## src/rtl/task_ready_arbiter.sv

```systemverilog
// Ready-task arbiter: tracks per-slot ready flags and priorities, and uses a sequential scan
// to publish the highest ready priority, its lowest-ID task and the round-robin successor.
module task_ready_arbiter #(
  parameter int NTASK = 8,
  parameter int PRIW  = 6
) (
  input  logic            aclk,
  input  logic            aresetn,
  input  logic            tick_in,
  input  logic            cmd_valid,
  output logic            cmd_ready,
  input  logic [1:0]      cmd_op,
  input  logic [7:0]      cmd_task,
  input  logic [PRIW-1:0] cmd_pri,
  output logic [PRIW-1:0] highpriority_out,
  output logic [7:0]      ptr_hpritask_out,
  output logic [7:0]      ptr_nexttask_out,
  output logic            any_ready_out,
  output logic            cmd_err_out
);

  localparam int IW = (NTASK > 1) ? $clog2(NTASK) : 1;

  typedef enum logic [1:0] {IDLE, APPLY, SCAN, DONE} state_t;
  typedef enum logic [1:0] {OP_NOP, OP_READY, OP_BLOCK, OP_SETPRI} op_t;

  state_t state, state_n;

  logic [NTASK-1:0]           ready;
  logic [NTASK-1:0][PRIW-1:0] pri;
  logic [7:0]                 rr_ptr;
  logic                       tick_prev, tick_pend;

  op_t             op_q;
  logic [7:0]      task_q;
  logic [PRIW-1:0] pri_q;

  logic [IW-1:0]   scan_idx;
  logic            found_q, nx_found_q;
  logic [PRIW-1:0] max_q;
  logic [7:0]      hp_id_q, nx_id_q;

  logic          cap, tick_start, scan_init, apply_en, done;
  logic          task_ok, scan_last, tick_rise;
  logic [IW-1:0] task_idx;
  logic [7:0]    scan_id;

  assign task_ok   = task_q < 8'(NTASK);
  assign task_idx  = task_q[IW-1:0];
  assign scan_last = scan_idx == IW'(NTASK - 1);
  assign scan_id   = 8'(scan_idx);
  assign tick_rise = tick_in & ~tick_prev;

  always_ff @(posedge aclk) begin
    if (!aresetn) state <= IDLE;
    else          state <= state_n;
  end

  always_comb begin
    state_n     = state;
    cmd_ready   = 1'b0;
    cmd_err_out = 1'b0;
    cap         = 1'b0;
    tick_start  = 1'b0;
    scan_init   = 1'b0;
    apply_en    = 1'b0;
    done        = 1'b0;
    unique case (state)
      IDLE: begin
        cmd_ready = 1'b1;
        if (cmd_valid) begin
          cap     = 1'b1;
          state_n = APPLY;
        end else if (tick_pend) begin
          tick_start = 1'b1;
          scan_init  = 1'b1;
          state_n    = SCAN;
        end
      end
      APPLY: begin
        if (!task_ok) begin
          cmd_err_out = 1'b1;
          state_n     = IDLE;
        end else begin
          apply_en  = 1'b1;
          scan_init = 1'b1;
          state_n   = SCAN;
        end
      end
      SCAN: if (scan_last) state_n = DONE;
      DONE: begin
        done    = 1'b1;
        state_n = IDLE;
      end
      default: state_n = IDLE;
    endcase
  end

  always_ff @(posedge aclk) begin
    if (!aresetn) begin
      ready            <= '0;
      pri              <= '0;
      rr_ptr           <= '0;
      tick_prev        <= 1'b0;
      tick_pend        <= 1'b0;
      op_q             <= OP_NOP;
      task_q           <= '0;
      pri_q            <= '0;
      scan_idx         <= '0;
      found_q          <= 1'b0;
      nx_found_q       <= 1'b0;
      max_q            <= '0;
      hp_id_q          <= '0;
      nx_id_q          <= '0;
      highpriority_out <= '0;
      ptr_hpritask_out <= '0;
      ptr_nexttask_out <= '0;
      any_ready_out    <= 1'b0;
    end else begin
      tick_prev <= tick_in;
      // A new rising edge in the service cycle survives the clear
      tick_pend <= (tick_pend & ~tick_start) | tick_rise;

      if (cap) begin
        op_q   <= op_t'(cmd_op);
        task_q <= cmd_task;
        pri_q  <= cmd_pri;
      end

      if (apply_en) begin
        case (op_q)
          OP_READY:  ready[task_idx] <= 1'b1;
          OP_BLOCK:  ready[task_idx] <= 1'b0;
          OP_SETPRI: pri[task_idx]   <= pri_q;
          default:   ;
        endcase
      end

      if (tick_start) rr_ptr <= ptr_nexttask_out;

      if (scan_init) begin
        scan_idx   <= '0;
        found_q    <= 1'b0;
        nx_found_q <= 1'b0;
        max_q      <= '0;
        hp_id_q    <= '0;
        nx_id_q    <= '0;
      end else if (state == SCAN) begin
        scan_idx <= scan_idx + 1'b1;
        if (ready[scan_idx]) begin
          // Ascending scan: first slot at a new max is the lowest ID at that max
          if (!found_q || pri[scan_idx] > max_q) begin
            found_q    <= 1'b1;
            max_q      <= pri[scan_idx];
            hp_id_q    <= scan_id;
            nx_found_q <= scan_id > rr_ptr;
            nx_id_q    <= scan_id;
          end else if (pri[scan_idx] == max_q && !nx_found_q && scan_id > rr_ptr) begin
            nx_found_q <= 1'b1;
            nx_id_q    <= scan_id;
          end
        end
      end

      if (done) begin
        highpriority_out <= max_q;
        ptr_hpritask_out <= hp_id_q;
        ptr_nexttask_out <= nx_found_q ? nx_id_q : hp_id_q;
        any_ready_out    <= found_q;
      end
    end
  end

endmodule

```

## config.mk

```make
export PLATFORM = sky130hd
export DESIGN_NAME = task_ready_arbiter
export DESIGN_NICKNAME = d
export VERILOG_FILES = /design/src/rtl/task_ready_arbiter.sv
export SDC_FILE = /design/constraint.sdc
export NUM_CORES = 1
export LEC_CHECK = 0
export CAP_MARGIN = 15
export CORE_UTILIZATION = 57
export CTS_CLUSTER_SIZE = 25
export DETAILED_ROUTE_END_ITERATION = 10
export HOLD_SLACK_MARGIN = 0.12
export PLACE_DENSITY_LB_ADDON = 0.12
export SKIP_CTS_REPAIR_TIMING = 1
export SLEW_MARGIN = 30
export SYNTH_ARGS = -nofsm -noshare
export SYNTH_HDL_FRONTEND = slang
export SYNTH_SLANG_ARGS = --single-unit
```

## constraint.sdc

```tcl
create_clock -name aclk -period 3.95 [get_ports aclk]
set_clock_uncertainty 0.1 [all_clocks]
set_input_delay 0.5925 -clock aclk [delete_from_list [all_inputs] [get_ports aclk]]
set_output_delay 0.5925 -clock aclk [all_outputs]
set_load 0.005 [all_outputs]
```

; Word-level counts from Yosys, hierarchy flattened
; Index checks and enable logic that the tools add are counted.
[op_classes]
addsub = 1
order_cmp = 6
n_eq_ne = 10
muxes = 32
n_bitwise = 9
n_reduce_logical = 15
[ops]
columns = operator, n
row1 = $bwmux 48, 1
row2 = $mux 8, 3
row3 = $bmux 6 s3, 1
row4 = $demux 6 s3, 1
row5 = $pmux 8 s2, 1
row6 = $mux 1, 15
row7 = $mux 6, 2
row8 = $and 8x8->8, 1
row9 = $eq 2x2->1 const B, 4
row10 = $gt 3x8->1, 1
row11 = $lt 3x4->1 const B, 2
row12 = $lt 8x4->1 const B, 1
row13 = $mux 2, 4
row14 = $not 8->8, 1
row15 = $or 8x8->8, 1
row16 = $pmux 2 s4, 1
row17 = $eq 6x6->1, 1
row18 = $gt 6x6->1, 1
row19 = $reduce_and 2->1, 3
row20 = $reduce_and 3->1, 2
row21 = $eq 2x1->1 const B, 2
row22 = $reduce_bool 2->1, 2
row23 = $add 3x1->3 const B, 1
row24 = $bmux 1 s3, 1
row25 = 14 further kinds, 20
[word_totals]
ff_bits = 124
inputBits = 20
out_inout_bits = 25
wordCells = 99

; Depth between registers and ports, before layout
; Gate-level depths: netlist of run 1.
[logic_depth]
depth_word = 7
ltp_mapped = 11
mapped_depth_nobuf = 8

; Least setup slack after synthesis of run 1
; Ideal clock, no wire load.
[synth_timing]
path_type = flip-flop to flip-flop
from = reg scan_idx[0]
to = reg hp_id_q[2]
setup_ns = 0.072
arrival_time_ns = 3.000
required_time_ns = 3.778
path_slack_ns = 0.778
path_stages_with_launch = 12
n_path_buf = 3
period_less_slack_ns = 3.172
cell_sequence = dfxtp_1 -> buf_2 -> buf_2 -> mux4_2 -> mux2_2 -> ha_1 -> and4_1 -> and3_1 -> a31oi_1 -> o21a_1 -> buf_4 -> mux2i_1
[synth_between]
elab_chain_len = 5
elab_cells_between_ends = 7
cone_classes = order compare: 1 / mux: 4 / reduce/logical: 2
[synth_rtl]
columns = element, line_no
row1 = start: declaration, 38  ; logic [IW-1:0] scan_idx;
row2 = start signal: assignment, 149  ; scan_idx <= scan_idx + 1'b1;
row3 = $bmux 6 s3, 152  ; if (!found_q || pri[scan_idx] > max_q) begin
row4 = $mux 6 (implied by the code), 152
row5 = $gt 6x6->1, 152
row6 = $logic_or 1x1->1, 152
row7 = $reduce_and 3->1 (no line) *, -
row8 = end signal: assignment, 155  ; hp_id_q <= scan_id;
row9 = end: declaration, 41  ; logic [7:0] hp_id_q, nx_id_q;
; Mark *: on every way between the ends. The rest lies on a longest branch, timed or not. The select of a mux whose other input is x is not followed.
; A chain may end at the register's enable or synchronous reset.

; Worst setup path in the final report of run 1
[layout_timing]
from = reg scan_idx[0]
to = reg hp_id_q[1]
; The elaborated chain is that of the path after synthesis.

==> results of run 1 <==
[cells in the mapped netlist, types with 5 or more instances]
master	number	area [um^2]
a21oi_1	34	170
mux4_2	14	315
and2_1	5	31.3
mux2i_1	68	681
ha_1	13	163
inv_1	12	45.0
nand2_1	76	285
a211oi_1	7	52.6
dfxtp_1	109	2180
mux2_2	5	56.3
nor2b_1	8	50.1
nor2_1	66	248
clkbuf_1	27	101
buf_4	11	82.6
[flip-flops by register name (all words and copies together), names as in the netlist, 3 cells and up, named ones only]
name,count
scan_idx,3
highpriority_out,6
rr_ptr,3
pri_q,6
max_q,6
nx_id_q,3
pri,48
task_q,8
hp_id_q,3
ptr_nexttask_out,3
ptr_hpritask_out,3
[final cells by class]
| type | instances | area [um^2] |
|---|---|---|
| Fill cell | 668 | 2810 |
| Multi-Input combinational cell | 359 | 2560 |
| Sequential cell | 109 | 2180 |
| Timing Repair Buffer | 39 | 390 |
| Clock buffer | 11 | 151 |
| Tap cell | 105 | 131 |
| Clock inverter | 5 | 66.3 |
| Inverter | 13 | 48.8 |
[where the power goes]
group	internal [W]	switching, W	leakage [nW]
registers	0.00112	0.0000374	0.881
clock network	0.000336	0.000385	0.108
logic	0.0000748	0.0000948	0.908
[worst paths after layout]
| kind | startpoint | endpoint | slack [ns] | cells past startpoint |
|---|---|---|---|---|
| setup / recovery | scan_idx[0] | hp_id_q[1] | 0.42 | 8 |
| hold / removal | ptr_hpritask_out[0] | ptr_hpritask_out[0] | 0.36 | 2 |
| setup reg to reg | scan_idx[0] | hp_id_q[1] | 0.42 | 8 |
| hold reg to reg | ptr_hpritask_out[0] | ptr_hpritask_out[0] | 0.36 | 2 |
[per-stage QoR]
stage / worst slack (ns) / cell area, um^2 / util, %
3_3_place_gp: 0.597 / 5310 / 63.7
6_report: 0.418 / 5530 / 66.3
5_1_grt: 0.205 / 5530 / 66.3
4_1_cts: 0.404 / 5530 / 66.3
2_1_floorplan: 0.778 / 5010 / -
3_5_place_dp: 0.446 / 5310 / 63.7
[logic make-up after synthesis]
family,count (synthesis)
simple gates,187
flops,109
mux,87
compound gates,61
buf+inv,57
fa+ha+maj,13
other cells,1
xor+xnor,1
[critical path, cell delays in order (launching register included)]
cell and delay (ns):
dfxtp_1 0.72, mux4_2 0.58, mux2_2 0.31, ha_1 0.32, and4_1 0.18, and3_1 0.21
a31oi_1 0.29, o21a_1 0.51, mux2i_1 0.24
[metal layers]
metal / routed length [um] / track usage [%] / vias to the layer above / share of wire (%)
met4: 296 / 10.3 / 0 / 2.9
met2: 4880 / 40.3 / 65 / 47
met5: 0 / 0 / - / 0
li1: - / - / 1779 / -
met3: 314 / 4.23 / 22 / 3.0
met1: 4850 / 32.3 / 1727 / 47
==> flow_metrics.py, run 1 <==
metrics = {
    "status": {
        "status": "finished, final reports clean",
    },
    "detailed_routing": {
        "drt_iter0_markers": 154,
        "viasPerCell": 5.61,
        "wl_per_cell_um": 16.1,
        "drtPass1Iterations": 5,
        "vias": 3593,
        "wl_um": 10300,
        "antenna_left": 0,
        "route.detailed.drc": 0,
    },
    "clock_network": {
        "tritoncts": "done",
        "cts-root-buf": "clkbuf_8",
        "clock_latency_ns": 0.37,
        "cts_buffers": 9,
        "cts_sinks": 109,
        "clock_path_buffers": 2,
        "clkTransAtPathRegs_ns": 0.11,
        "htreeDepth": 3,
    },
    "grt": {
        "grt_pass1_vias": 3363,
        "antenna_found_initial": 0,
        "grt_max_degree": 61,
        "grt_pass1_wl_um": 16900,
        "grt_use_total_pct": 24.7,
        "grt.overflow.total": 0,
    },
    "synth": {
        "synthSimpleGateAreaFrac_pct": 18.5,
        "synth_compound_area_share_pct": 7.65,
        "synth_ff_type": "dfxtp_1",
        "synth-seq-cells": 109,
        "synth-adder-area-share_pct": 3.27,
        "synthMuxAreaShare_pct": 21.2,
        "synth_async_sr_flop_share_pct": 0,
        "yosysSeqAreaShare_pct": 43.9,
        "synth_xor_area_share_pct": 0.176,
        "synth_edf_count": 0,
        "synth_top_family_by_area": "multiplexers",
        "synth_cells": 516,
        "synth_cell_types": 49,
        "mappedNetlistArea_um2": 4970,
        "ys_warn_count": 0,
        "synth_area_per_cell_um2": 9.64,
    },
    "finish": {
        "finalNonFillerCells": 641,
        "area_growth_pct": 11.2,
        "drive_above_1_share_pct": 10.1,
        "final_cell_mix": "dfxtp_1 (109), nand2_1 (76), mux2i_1 (68)",
        "fin_nets": 564,
        "diodes": 0,
        "final_common_cell": "dfxtp_1",
    },
    "floorplan": {
        "core.rowCount": 33,
        "design.portCount": 45,
        "die_w_um": 95.4,
        "start_util_pct": 59.6,
        "die_h_um": 95.4,
        "core-area_um2": 8340,
        "die_area_um2": 9100,
    },
    "sta": {
        "drv_slew": 0,
        "finalSetupViolations": 0,
        "slew_headroom_pct": 44.4,
        "min_period_ns": 3.53,
        "rsz0062_at_grt": "false",
        "max_clock_freq_mhz": 283,
        "tightest_slew_ns": 0.834,
        "tns_ns": 0,
        "period_share_pct": 89.4,
        "finalHoldViolCount": 0,
        "whs_ns": 0.362,
    },
    "worst_setup_path": {
        "cp.required_ns": 4.14,
        "crit_path_end_kind": "flip-flop",
        "start_kind": "flip-flop",
        "worstSetupPathType": "flip-flop to flip-flop",
        "crit_fanout": 10,
        "cp.arrival_ns": 3.73,
    },
    "power": {
        "p_leak_nw": 1.90,
        "power.total_w": 0.00204,
        "powerDensity_nw_per_um2": 370,
        "peakVddDrop_mv": 0.277,
    },
    "placement": {
        "dp_hpwl_um": 7300,
        "place.port_buffers": 34,
        "gp_congestion": 0.904,
        "dpl.cell_count": 625,
    },
    "hold_path": {
        "hold_class": "flip-flop to flip-flop",
    },
    "job": {
        "cap_viol_max_count": 0,
    },
}
Note: power is estimated with default switching activity, not from simulation.
==> inputs of run 2 (changes only) <==
ABC_AREA = 1   (was unset)
CORE_ASPECT_RATIO = 0.7   (was unset)
REMOVE_ABC_BUFFERS = 1   (was unset)
==> run 2 against run 1 <==
- non-clock buffer count did not move
- sequential share of layout area rose by 0.20 points
- cell count rose by 25%
- critical path type unchanged
- largest power group unchanged
- highest routed layer unchanged
==> flow_metrics.py, run 2 <==
metrics = {
    "finish": {
        "final_cell_mix": "nand2_1 (113), dfxtp_1 (109), o21ai_0 (97), a21oi_1 (97), nor2_1 (73)",
        "largest_reg_flops": 48,
        "area_growth_pct": 12.1,
        "reg.largest.list": "pri: 48 flops, task_q: 8 flops",
        "final_common_cell": "nand2_1",
        "diodes": 0,
        "drive_above_1_share_pct": 4.29,
        "fillers": 701,
        "fin_nets": 729,
        "top_register": "pri",
    },
    "sta": {
        "slew_headroom_pct": 50.3,
        "rsz0062_at_grt": "false",
        "tns_ns": 0,
        "drv_slew": 0,
        "max_clock_freq_mhz": 329,
        "setup_ws_ns": 0.914,
        "finalHoldViolCount": 0,
        "tightest_slew_ns": 0.744,
        "min_period_ns": 3.04,
        "period_share_pct": 76.9,
        "finalSetupViolations": 0,
    },
    "synth": {
        "yosysSeqAreaShare_pct": 44.4,
        "synth_top_cells_by_count": "nand2_1 (113), dfxtp_1 (109), a21oi_1 (97), o21ai_0 (97), nor2_1 (73)",
        "synth_edf_count": 0,
        "synth_async_sr_flop_share_pct": 0,
        "synth_cell_types": 28,
        "ys_warn_count": 0,
        "yosys.area.top_type": "dfxtp_1",
        "mappedNetlistArea_um2": 4910,
        "synth_area_leaders": "dfxtp_1 (44%), a21oi_1 (9.9%), o21ai_0 (9.9%), nand2_1 (8.6%), nor2_1 (5.6%)",
        "synth-seq-cells": 109,
        "synth_most_common_cell": "nand2_1",
        "synth_ff_type": "dfxtp_1",
        "synth_top_area_share_pct": 44.4,
        "synth_area_per_cell_um2": 7.17,
        "synth_cells": 685,
    },
    "worst_setup_path": {
        "worstSetupPathType": "flip-flop to flip-flop",
        "crit_chain": "inv_2, a21oi_1, o21ai_0, nand2_1, nand2_1, nand2_1, ha_1, nand2_1, nor2_1, nand2_1, nand3_1, nand2_1, nand2_1, nand2_2, inv_2, nand2_1, nand2_1, nor2_1",
        "crit_family": "simple AND/OR/NAND/NOR gates",
        "cp.required_ns": 4.10,
        "crit_fanout": 22,
        "start_kind": "flip-flop",
        "max_stage_delay_ns": 0.80,
        "cp.arrival_ns": 3.19,
        "timing.rr.start": "scan_idx[1]",
        "crit_path_end_kind": "flip-flop",
        "worst-r2r-setup-slack_ns": 0.91,
        "r2r-end": "nx_found_q",
        "crit_slowest_cell": "dfxtp_1",
        "reg2reg_depth": 18,
        "critical_path_buf_inv_count": 2,
        "cp_common_cell": "nand2_1",
    },
    "grt": {
        "grt_use_total_pct": 28.6,
        "grt_pass1_vias": 4061,
        "grt_pass1_wl_um": 19700,
        "grt_max_degree": 63,
        "grt.overflow.total": 0,
        "antenna_found_initial": 0,
    },
    "floorplan": {
        "design.portCount": 45,
        "die_area_um2": 8990,
        "core.rowCount": 27,
        "die_h_um": 79.7,
        "die_w_um": 113,
        "start_util_pct": 60.6,
        "core-area_um2": 8110,
    },
    "power": {
        "powerDensity_nw_per_um2": 450,
        "p_leak_nw": 2.15,
        "peakVddDrop_mv": 0.426,
    },
    "hold_path": {
        "min_from": "tick_prev",
        "hold_path_depth": 1,
        "min_to": "tick_pend",
        "hold_class": "flip-flop to flip-flop",
    },
    "clock_network": {
        "clock_latency_ns": 0.35,
        "htreeDepth": 3,
        "cts_sinks": 109,
        "cts-root-buf": "clkbuf_16",
        "tritoncts": "done",
        "clkTransAtPathRegs_ns": 0.06,
        "cts_buffers": 9,
        "clock_path_buffers": 2,
    },
    "placement": {
        "gp_congestion": 0.881,
        "place.port_buffers": 34,
        "dp_hpwl_um": 8360,
        "post-place-ws_ns": 1.02,
    },
    "detailed_routing": {
        "drtPass1Iterations": 5,
        "vias": 4406,
        "antenna_left": 0,
        "drt_iter0_markers": 491,
        "viasPerCell": 5.50,
        "route.detailed.drc": 0,
        "wl_um": 11900,
        "wl_per_cell_um": 14.8,
    },
    "job": {
        "cap_viol_max_count": 0,
    },
    "status": {
        "status": "finished, final reports clean",
    },
}
[run 2: cell count changes after synthesis, moves of 5 or more]
cell	previous run	this run
nand2_1	76	113
nand3_1	2	45
buf_2	3	9
nor2_1	66	73
mux4_2	14	0
mux2i_1	68	0
nor2b_1	8	0
a211oi_1	7	0
inv_1	12	64
o21ai_0	2	97
and2_1	5	0
a21oi_1	34	97
mux2_2	5	0
[run 2: worst max-delay path by stage]
stage	cells past startpoint	slack, ns	to	from
after floorplan	17	1.10	nx_found_q	scan_idx[0]
after CTS	18	0.99	nx_found_q	scan_idx[0]
final	18	0.91	nx_found_q	scan_idx[1]
after global placement	18	1.13	nx_found_q	scan_idx[0]
after detailed placement	18	1.02	nx_found_q	scan_idx[0]
after global routing	18	0.58	nx_found_q	scan_idx[1]
[run 2: final cells by class]
cell class | count | area (um^2) | area share, %
Multi-Input combinational cell | 468 | 2260 | 41.1
Sequential cell | 109 | 2180 | 39.7
Timing Repair Buffer | 39 | 378 | 6.87
Clock buffer | 14 | 264 | 4.80
Inverter | 69 | 259 | 4.71
Tap cell | 101 | 126 | 2.30
Clock inverter | 1 | 30.0 | 0.546
[run 2: power breakdown]
part	leakage, nW	internal, W	total [W]	switching, W
combinational	1.12	0.000138	0.000372	0.000235
clock	0.143	0.000524	0.000899	0.000375
sequential	0.883	0.00114	0.00120	0.0000593
[run 2: kinds of logic after synthesis]
logic type,after synthesis,synth area share (%)
simple gates,243,20.9
compound gates,202,21.0
buf+inv,117,10.2
flops,109,44.4
fa+ha+maj,13,3.31
other cells,1,0.0764
[run 2: through the flow]
stage | cell area [um^2] | std cells | hold slack (ns) | utilization [%] | total power, W
after global routing | 5500 | 801 | 0.333 | 67.9 | 0.00260
after global placement | 5200 | 786 | 0.314 | 64.2 | 0.00158
after CTS | 5500 | 801 | 0.325 | 67.8 | 0.00249
after floorplan | 4700 | 646 | 0.304 | - | 0.00145
final | 5500 | 801 | 0.322 | 67.9 | 0.00247
after detailed placement | 5200 | 786 | 0.316 | 64.2 | 0.00159
[run 2: layer usage]
| layer | wire length, um | part of all wire (%) | global-route usage (%) | up-vias |
|---|---|---|---|---|
| li1 | - | - | - | 2250 |
| met1 | 5710 | 48 | 39.5 | 1976 |
| met2 | 5020 | 42 | 42.7 | 167 |
| met3 | 989 | 8.3 | 8.96 | 13 |
| met4 | 136 | 1.1 | 8.68 | 0 |
| met5 | 0 | 0 | 0 | - |
[run 2: worst register-to-register path, stage by stage (launching register included)]
cell     delay [ns]
dfxtp_1        0.80
inv_2          0.22
a21oi_1        0.23
o21ai_0        0.15
nand2_1        0.09
nand2_1        0.05
nand2_1        0.09
ha_1           0.16
nand2_1        0.05
nor2_1         0.18
nand2_1        0.08
nand3_1        0.06
nand2_1        0.06
nand2_1        0.08
nand2_2        0.17
inv_2          0.21
nand2_1        0.07
nand2_1        0.06
nor2_1         0.04
